--- src/rtl/blake2_block_feeder.sv ---
// Packs a little-endian word stream into zero-padded Blake2 blocks with byte counter t and final flag.
// Optional input-qualifier checking (sticky err_o) is enabled by defining BLAKE2_FEEDER_ERR_EN.
module blake2_block_feeder #(
    parameter int W     = 64,
    parameter int BB    = 128,
    parameter int CNT_W = 64
) (
    input  logic                    clk,
    input  logic                    nreset,
    input  logic                    s_valid_i,
    output logic                    s_ready_o,
    input  logic [W-1:0]            s_data_i,
    input  logic                    s_last_i,
    input  logic [$clog2(W/8):0]    s_bytes_i,
    output logic                    block_v_o,
    input  logic                    block_ready_i,
    output logic [BB*8-1:0]         block_o,
    output logic                    block_last_o,
`ifdef BLAKE2_FEEDER_ERR_EN
    output logic                    err_o,
`endif
    output logic [CNT_W-1:0]        block_cnt_o
);

    localparam int NB    = W / 8;
    localparam int NW    = BB * 8 / W;
    localparam int IDX_W = $clog2(NW);
    localparam int BW    = $clog2(NB) + 1;

    typedef enum logic [0:0] {FILL = 1'b0, EMIT = 1'b1} state_t;

    state_t             state_q;
    logic [IDX_W-1:0]   idx_q;
    logic [BB*8-1:0]    block_q;
    logic [CNT_W-1:0]   cnt_q;
    logic               last_q;
    logic               s_ready_q;
    logic               block_v_q;
    logic [W-1:0]       word_d;
    logic [CNT_W-1:0]   cnt_d;
    logic               accept_s;

    // Padding bytes of the final word are forced to zero whatever the source drives.
    function automatic logic [W-1:0] mask_word(input logic [W-1:0] d,
                                               input logic         last,
                                               input logic [BW-1:0] n);
        logic [W-1:0] m;
        m = d;
        for (int b = 0; b < NB; b++) begin
            if (last && (b >= int'(n))) begin
                m[b*8 +: 8] = 8'h00;
            end
        end
        return m;
    endfunction

    // Next-word datapath: masked word and running byte count.
    always_comb begin
        accept_s = s_valid_i & s_ready_q & (state_q == FILL);
        word_d   = mask_word(s_data_i, s_last_i, s_bytes_i);
        cnt_d    = cnt_q + CNT_W'(s_bytes_i);
    end

    // Fill/emit state machine owning the block buffer and all registered outputs.
    always_ff @(posedge clk or negedge nreset) begin
        if (!nreset) begin
            state_q   <= FILL;
            idx_q     <= '0;
            block_q   <= '0;
            cnt_q     <= '0;
            last_q    <= 1'b0;
            s_ready_q <= 1'b1;
            block_v_q <= 1'b0;
        end else begin
            case (state_q)
                FILL: begin
                    if (accept_s) begin
                        block_q[idx_q*W +: W] <= word_d;
                        cnt_q                 <= cnt_d;
                        idx_q                 <= idx_q + IDX_W'(1);
                        if ((idx_q == IDX_W'(NW - 1)) || s_last_i) begin
                            state_q   <= EMIT;
                            s_ready_q <= 1'b0;
                            block_v_q <= 1'b1;
                            last_q    <= s_last_i;
                        end
                    end
                end
                EMIT: begin
                    if (block_ready_i) begin
                        state_q   <= FILL;
                        block_q   <= '0;
                        idx_q     <= '0;
                        s_ready_q <= 1'b1;
                        block_v_q <= 1'b0;
                        // Counter survives across blocks of one message, restarts after the last.
                        if (last_q) begin
                            cnt_q  <= '0;
                            last_q <= 1'b0;
                        end
                    end
                end
                default: begin
                    state_q   <= FILL;
                    idx_q     <= '0;
                    block_q   <= '0;
                    s_ready_q <= 1'b1;
                    block_v_q <= 1'b0;
                end
            endcase
        end
    end

`ifdef BLAKE2_FEEDER_ERR_EN
    logic err_q;
    logic err_d;

    // Illegal byte-count qualifiers on an accepted word.
    always_comb begin
        err_d = 1'b0;
        if (accept_s) begin
            err_d = (s_bytes_i > BW'(NB))
                  | (!s_last_i && (s_bytes_i != BW'(NB)))
                  | (s_last_i && (s_bytes_i == BW'(0)) && (idx_q != IDX_W'(0)));
        end else begin
            err_d = 1'b0;
        end
    end

    // Sticky error flag, cleared only by reset.
    always_ff @(posedge clk or negedge nreset) begin
        if (!nreset) begin
            err_q <= 1'b0;
        end else begin
            err_q <= err_q | err_d;
        end
    end

    assign err_o = err_q;
`endif

    assign s_ready_o    = s_ready_q;
    assign block_v_o    = block_v_q;
    assign block_o      = block_q;
    assign block_last_o = last_q;
    assign block_cnt_o  = cnt_q;

endmodule

--- config.mk ---
export PLATFORM = sky130hd
export DESIGN_NAME = blake2_block_feeder
export DESIGN_NICKNAME = d
export VERILOG_FILES = /design/src/rtl/blake2_block_feeder.sv
export SDC_FILE = /design/constraint.sdc
export NUM_CORES = 1
export LEC_CHECK = 0
export BUFFER_PORTS_ARGS = -buffer_cell sky130_fd_sc_hd__buf_2
export CORE_AREA = 10 10 442 444
export DETAILED_ROUTE_END_ITERATION = 16
export DIE_AREA = 0 0 452 454
export PLACE_DENSITY = 0.47
export SYNTH_ARGS = -nofsm -noshare
export SYNTH_HDL_FRONTEND = slang
export SYNTH_SLANG_ARGS = --single-unit
--- constraint.sdc ---
create_clock -name clk -period 5.14 [get_ports clk]
set_input_delay 0.257 -clock clk [delete_from_list [all_inputs] [get_ports clk]]
set_output_delay 0.257 -clock clk [all_outputs]
set_load 0.03 [all_outputs]
### Word level (Yosys, flattened, before mapping)

Cells that the tools add are included.

* register bits: 1096
* bits in read-only memories: 0
* bits in writable memories: 0
* latch bits: 0
* output and inout bits: 1091
* bits of input ports: 73
* memories kept: 0

* $lt $le $gt $ge: 8
* multipliers: 0
* equality and inequality tests: 5
* divide/modulo/power cells: 0
* shifts and indexed selects: 2
* mux-type cells: 34
* $add $sub $neg: 3
* bitwise operators: 3
* reduce and logical (&&, ||, !) cells: 12

Operators with widths (count)
* $mux 1024: 2
* $pmux 1024 s2: 1
* $bwmux 1024: 1
* $shift 64x34->1024 const A: 1
* $shiftx 64x34->1024: 1
* $mux 64: 3
* $pmux 64 s2: 1
* $add 64x4->64: 1
* $mux 8: 8
* $neg 10->34: 1
* $ge 3x4->1 const A: 4
* $mux 1: 11
* $ge 1x4->1 const A: 2
* $ge 2x4->1 const A: 2
* $logic_and 1x1->1: 8
* $mux 4: 2
* $pmux 1 s2: 4
* $pmux 4 s2: 1
* $reduce_and 3->1: 2
* $add 4x1->4 const B: 1
* $eq 4x4->1 const B: 1
* $ne 2x1->1 const B: 2
* $ne 2x2->1 const B: 2
* $and 1x1->1: 2
* 3 further kinds: 3

### Longest topological paths before layout

* depth after elaboration: 7
* mapped depth: 12
* mapped depth without buffers: 7

### Least setup slack after synthesis

Ideal clock, no wire load.

* path type: flip-flop to flip-flop
* start point: register idx_q[0]
* end point: register block_q[39], in the netlist block_o[39]
* buffers on the path: 3
* cell stages (with the launch flop): 10
* data required time: 5.019 ns
* arrival time: 2.545 ns
* setup slack: 2.474 ns
* cell sequence: dfrtp_1 > clkbuf_1 > inv_1 > ha_1 > or4b_1 > nor3_1 > a21oi_1 > buf_2 > buf_1 > a22o_1

* cells in the longest elaborated chain, start to end: 5
* elaborated cells on any way between the ends: 6
* those cells by class: 1 x add/sub; 2 x shift; 3 x mux

RTL lines
* from (decl): line 33 `logic [IDX_W-1:0] idx_q;`
* from (signal assigned): line 80 `idx_q <= idx_q + IDX_W'(1);`
* $neg 10->34 *: line 78 `block_q[idx_q*W +: W] <= word_d;`
* $shiftx 64x34->1024 or $shift 64x34->1024 (tied branches): line 78
* $bwmux 1024 *: line 78
* $mux 1024 *: line 77 `if (accept_s) begin`
* $pmux 1024 s2 *: line 75 `case (state_q)`
* to (signal, indexed assignment): line 78
* to (decl): line 34 `logic [BB*8-1:0] block_q;`

Mark *: on every way between the ends. The rest lies on a longest branch, timed or not. The select of a mux whose other input is x is not followed.
A chain may end at the register's enable or synchronous reset.

### Worst setup path in the final report

* start point: register idx_q[0]
* end point: register block_q[206], in the netlist block_o[206]

The elaborated chain is that of the path after synthesis.

==> summary by stage <==
Setup path
For the worst flop-to-flop path, the logic depth is 8. The worst setup path is captured at a flip-flop. The worst setup path is launched from a flip-flop.

The reg-to-reg critical path endpoint is block_o[206]. In this run the worst setup path terminates at block_o[206]. The arrival time reported for the critical path endpoint is 4.56 ns.

The start of the worst register-to-register path is idx_q[0]. The largest fanout of any net on the critical path is 80. In this run the worst setup path begins at idx_q[0].

The reg2reg setup slack is 1.23 ns. The critical path in this run is classified as flip-flop to flip-flop. The worst path required time is 5.78 ns.

Global routing
The number of global-route vias before repair is 37700. For this run the aggregate overflow at the end of global routing stands at 0. Across every metal layer, demand over resource in global routing totals 22.8%. The first global-routing pass estimated 330000 µm of wire.

The number of antenna violations at the first check in global routing is 40. Entering global routing, the biggest net connects 219 pins.

Floorplanning
The die span in y is 454 µm. The horizontal die dimension is 452 µm. The count of standard-cell rows is 159. The floorplan step defined a die boundary enclosing 0.205 mm². 1164 I/O pins were placed. The initial standard-cell utilization of the core is 23.0%. After floorplanning, the core was sized to cover 0.187 mm².

Cells and area
The net total in the final layout is 5196. Compared with the post-synthesis result, the final layout area differs by 30.9%. The final core utilization is 30.1%. The fraction of layout instances using a drive strength above 1 is 28.4%.

Timing
Headroom to the max-slew limit came out at 8.80%. The final count of hold timing violations came to 0. The final number of max-transition violations was 0.

At the pin with the least slew margin, the transition time is 1.37 ns. Setup repair after global routing left no endpoint under its margin. For the finished layout, the period the worst path requires is 3.91 ns.

The peak clock frequency supported by timing is 0.256 GHz. Setup violations remaining at the end of the flow were counted as 0. The portion of the clock cycle consumed by the worst path in the final layout is 76.1%. The worst clock skew on the final layout is 0.0347 ns. The total negative slack is 0 ns.

Routing
The count of nets left with antenna violations once routing finished came out at 0. The final layout contains routed wiring with a total length of 243000 µm. The routed layout has 38000 vias. In the routed layout, each cell is associated on average with a via count of 4.92. In the final routed layout, each cell accounts on average for 31.5 µm. The first routing iteration left 3481 violations. The first-pass iteration count of the detailed router is 6.

The number of DRC violations after detailed routing is 0.

Clock network
Clock tree synthesis found a total of 1096 sinks. The H-tree was split into 4 levels. The maximum buffer depth of the clock tree is 3. The clock buffer count from CTS is 132. The number of setup buffers added after CTS is 0. After clock tree synthesis, the clock-pin slew on the worst setup and hold paths is 0.06 ns.

Clock latency on the worst-skew pair, taken at its later pin, is 0.80 ns. TritonCTS built the clock tree. The tree is rooted in a sky130_fd_sc_hd__clkbuf_16. The number of gates given a new drive strength after cts is 0.

Logic synthesis
The cell taking the most area after synthesis is sky130_fd_sc_hd__dfrtp_1. The netlist uses 60 different library cells. The warning count from the yosys run is 0. Counting instances in the post-synthesis netlist gives the leading cell types as sky130_fd_sc_hd__dfrtp_1, sky130_fd_sc_hd__nand3_1, sky130_fd_sc_hd__o21ai_0. The most common cell in the synthesized netlist is sky130_fd_sc_hd__dfrtp_1. The share of the Yosys chip area taken by registers is 64.0%. In this run, synthesis produced a sequential element count of 1096.

After technology mapping, the gate count stands at 4074. The share of flip-flops with an asynchronous set or reset after synthesis is 100%. Sorting the synthesized cells by area gives the leading types as sky130_fd_sc_hd__dfrtp_1, sky130_fd_sc_hd__nand3_1, sky130_fd_sc_hd__o21ai_0, sky130_fd_sc_hd__nand2_1, sky130_fd_sc_hd__a22o_1.

The number of nets handed over by synthesis was 4157. The synthesized design contains 0 enable-type register cells. After synthesis the cells add up to 0.0429 mm². A synthesized cell averages 10.5 µm². The area fraction of the dominant cell type after synthesis is 63.9%. The predominant post-synthesis flop cell is sky130_fd_sc_hd__dfrtp_1.

Power
In this run, the combinational gates consume 21.3% of the power. The maximum vdd ir drop is 0.237 mV. The total power is 24000 µW. Of the total power, the clock network draws 39.8%. For this design the static power due to leakage is 0.0284 µW. The cell-internal power is 15400 µW. The share of power burned in registers is 38.9%.

The power per cell area is 427 mW/mm². The total net switching power is 8560 µW. In this run switching power makes up 35.7% of total power.

Placed design
Detailed placement finished with a half-perimeter wire length of 175000 µm. The number of buffers inserted by port buffering is 1163. The final weighted congestion of routability-driven global placement is 0.859.

Hold path
The tightest min-delay check is of the input pin to flip-flop type.

Run status
The run finished with clean final reports.

Run
The count of maximum capacitance violations is 0.
worst min path at each step:
stage	from	to	cells after the start
finish	s_data_i[53]	block_o[565]	3
global route	s_data_i[19]	block_o[19]	2
CTS	s_data_i[19]	block_o[19]	2
detailed placement	nreset	block_o[1004]	1
global placement	nreset	block_o[489]	1
floorplan	nreset	block_cnt_o[0]	0
cell usage in the layout, fill, tap and decap left out, types with 26 or more instances in the layout:
master / netlist / layout
sky130_fd_sc_hd__buf_2: 50 / 1162
sky130_fd_sc_hd__nand3_1: 814 / 810
sky130_fd_sc_hd__dfrtp_1: 1095 / 1095
sky130_fd_sc_hd__clkbuf_1: 233 / 34
sky130_fd_sc_hd__o2bb2ai_1: 62 / 62
sky130_fd_sc_hd__o21ai_0: 688 / 688
sky130_fd_sc_hd__nand2_1: 478 / 473
sky130_fd_sc_hd__and3_1: 27 / 26
sky130_fd_sc_hd__buf_4: 1 / 53
sky130_fd_sc_hd__clkbuf_16: 0 / 133
sky130_fd_sc_hd__a21oi_1: 44 / 42
sky130_fd_sc_hd__nor2_1: 80 / 73
sky130_fd_sc_hd__a32o_1: 67 / 67
sky130_fd_sc_hd__a22o_1: 125 / 125
sky130_fd_sc_hd__clkbuf_8: 0 / 26
sky130_fd_sc_hd__dlygate4sd3_1: 0 / 53
worst max-delay path, cell delays in order, from the launching register on:
cell and delay (ns):
sky130_fd_sc_hd__dfrtp_1 0.55, sky130_fd_sc_hd__inv_1 0.16, sky130_fd_sc_hd__ha_1 0.29, sky130_fd_sc_hd__xnor2_1 0.61, sky130_fd_sc_hd__and2_1 0.58, sky130_fd_sc_hd__nand3_4 0.53, sky130_fd_sc_hd__buf_4 0.58, sky130_fd_sc_hd__nand3_1 0.22
sky130_fd_sc_hd__o21ai_0 0.12
state kept, by name, indices dropped and copies added, names as in the netlist:
signal,cells
state_q,1
s_ready_o,1
block_cnt_o,64
block_o,1024
block_last_o,1
block_v_o,1
idx_q,4
routing by layer:
metal | vias up | share of wire (%) | track usage (%)
li1 | 16600 | - | -
met4 | 18 | 5.5 | 11.2
met5 | - | 0.043 | 0
met3 | 409 | 8.1 | 6.60
met1 | 19400 | 38 | 27.0
met2 | 1603 | 48 | 37.8
cell type report:
class                           count  area, µm²
Clock buffer                      193       3810
Fill cell                       19800     131000
Inverter                           15       56.3
Sequential cell                  1096      27400
Timing Repair Buffer             1281       7000
Tap cell                         2495       3120
Antenna cell                       17       42.5
Clock inverter                     40        536
Multi-Input combinational cell   2587      14100
stage by stage:
stage / setup slack, ns / cells / instance area, µm² / hold WS, ns
after global routing: 0.985 / 7712 / 56100 / 0.0240
after detailed placement: 1.26 / 7421 / 51200 / 0.354
final: 1.23 / 7724 / 56100 / 0.0537
after global placement: 1.37 / 7421 / 51200 / 0.347
after CTS: 1.26 / 7707 / 56100 / 0.00274
after floorplan: 2.47 / 4074 / 42900 / -0.0386
cells by family (layout without fill, tap and decap cells):
logic type | count (synthesis) | count (layout) | synth area share [%]
buffers and inverters | 391 | 1529 | 3.62
DFF | 1096 | 1096 | 64.0
and+or+nand+nor | 1522 | 1522 | 16.8
other | 0 | 17 | 0
muxes | 1 | 1 | 0.0234
xor gates and xnor gates | 23 | 23 | 0.470
adders and majority gates | 10 | 10 | 0.309
AOI/OAI and AO/OA | 1031 | 1031 | 14.8
power by group through the flow:
stage                     Combinational, µW  Clock, µW  Sequential, µW
after CTS                              5200       9730            9320
after detailed placement               5160          0            9470
after global routing                   5400      10100            9360
after floorplan                        1750          0           10100
final                                  5090       9530            9330
after global placement                 5140          0            9460
timing repair:
action,CTS,global route
endpoints found under the setup margin,0,0
endpoints found under the hold margin,286,0
hold buffers,53,0
Note: power is estimated with default switching activity, not from simulation.
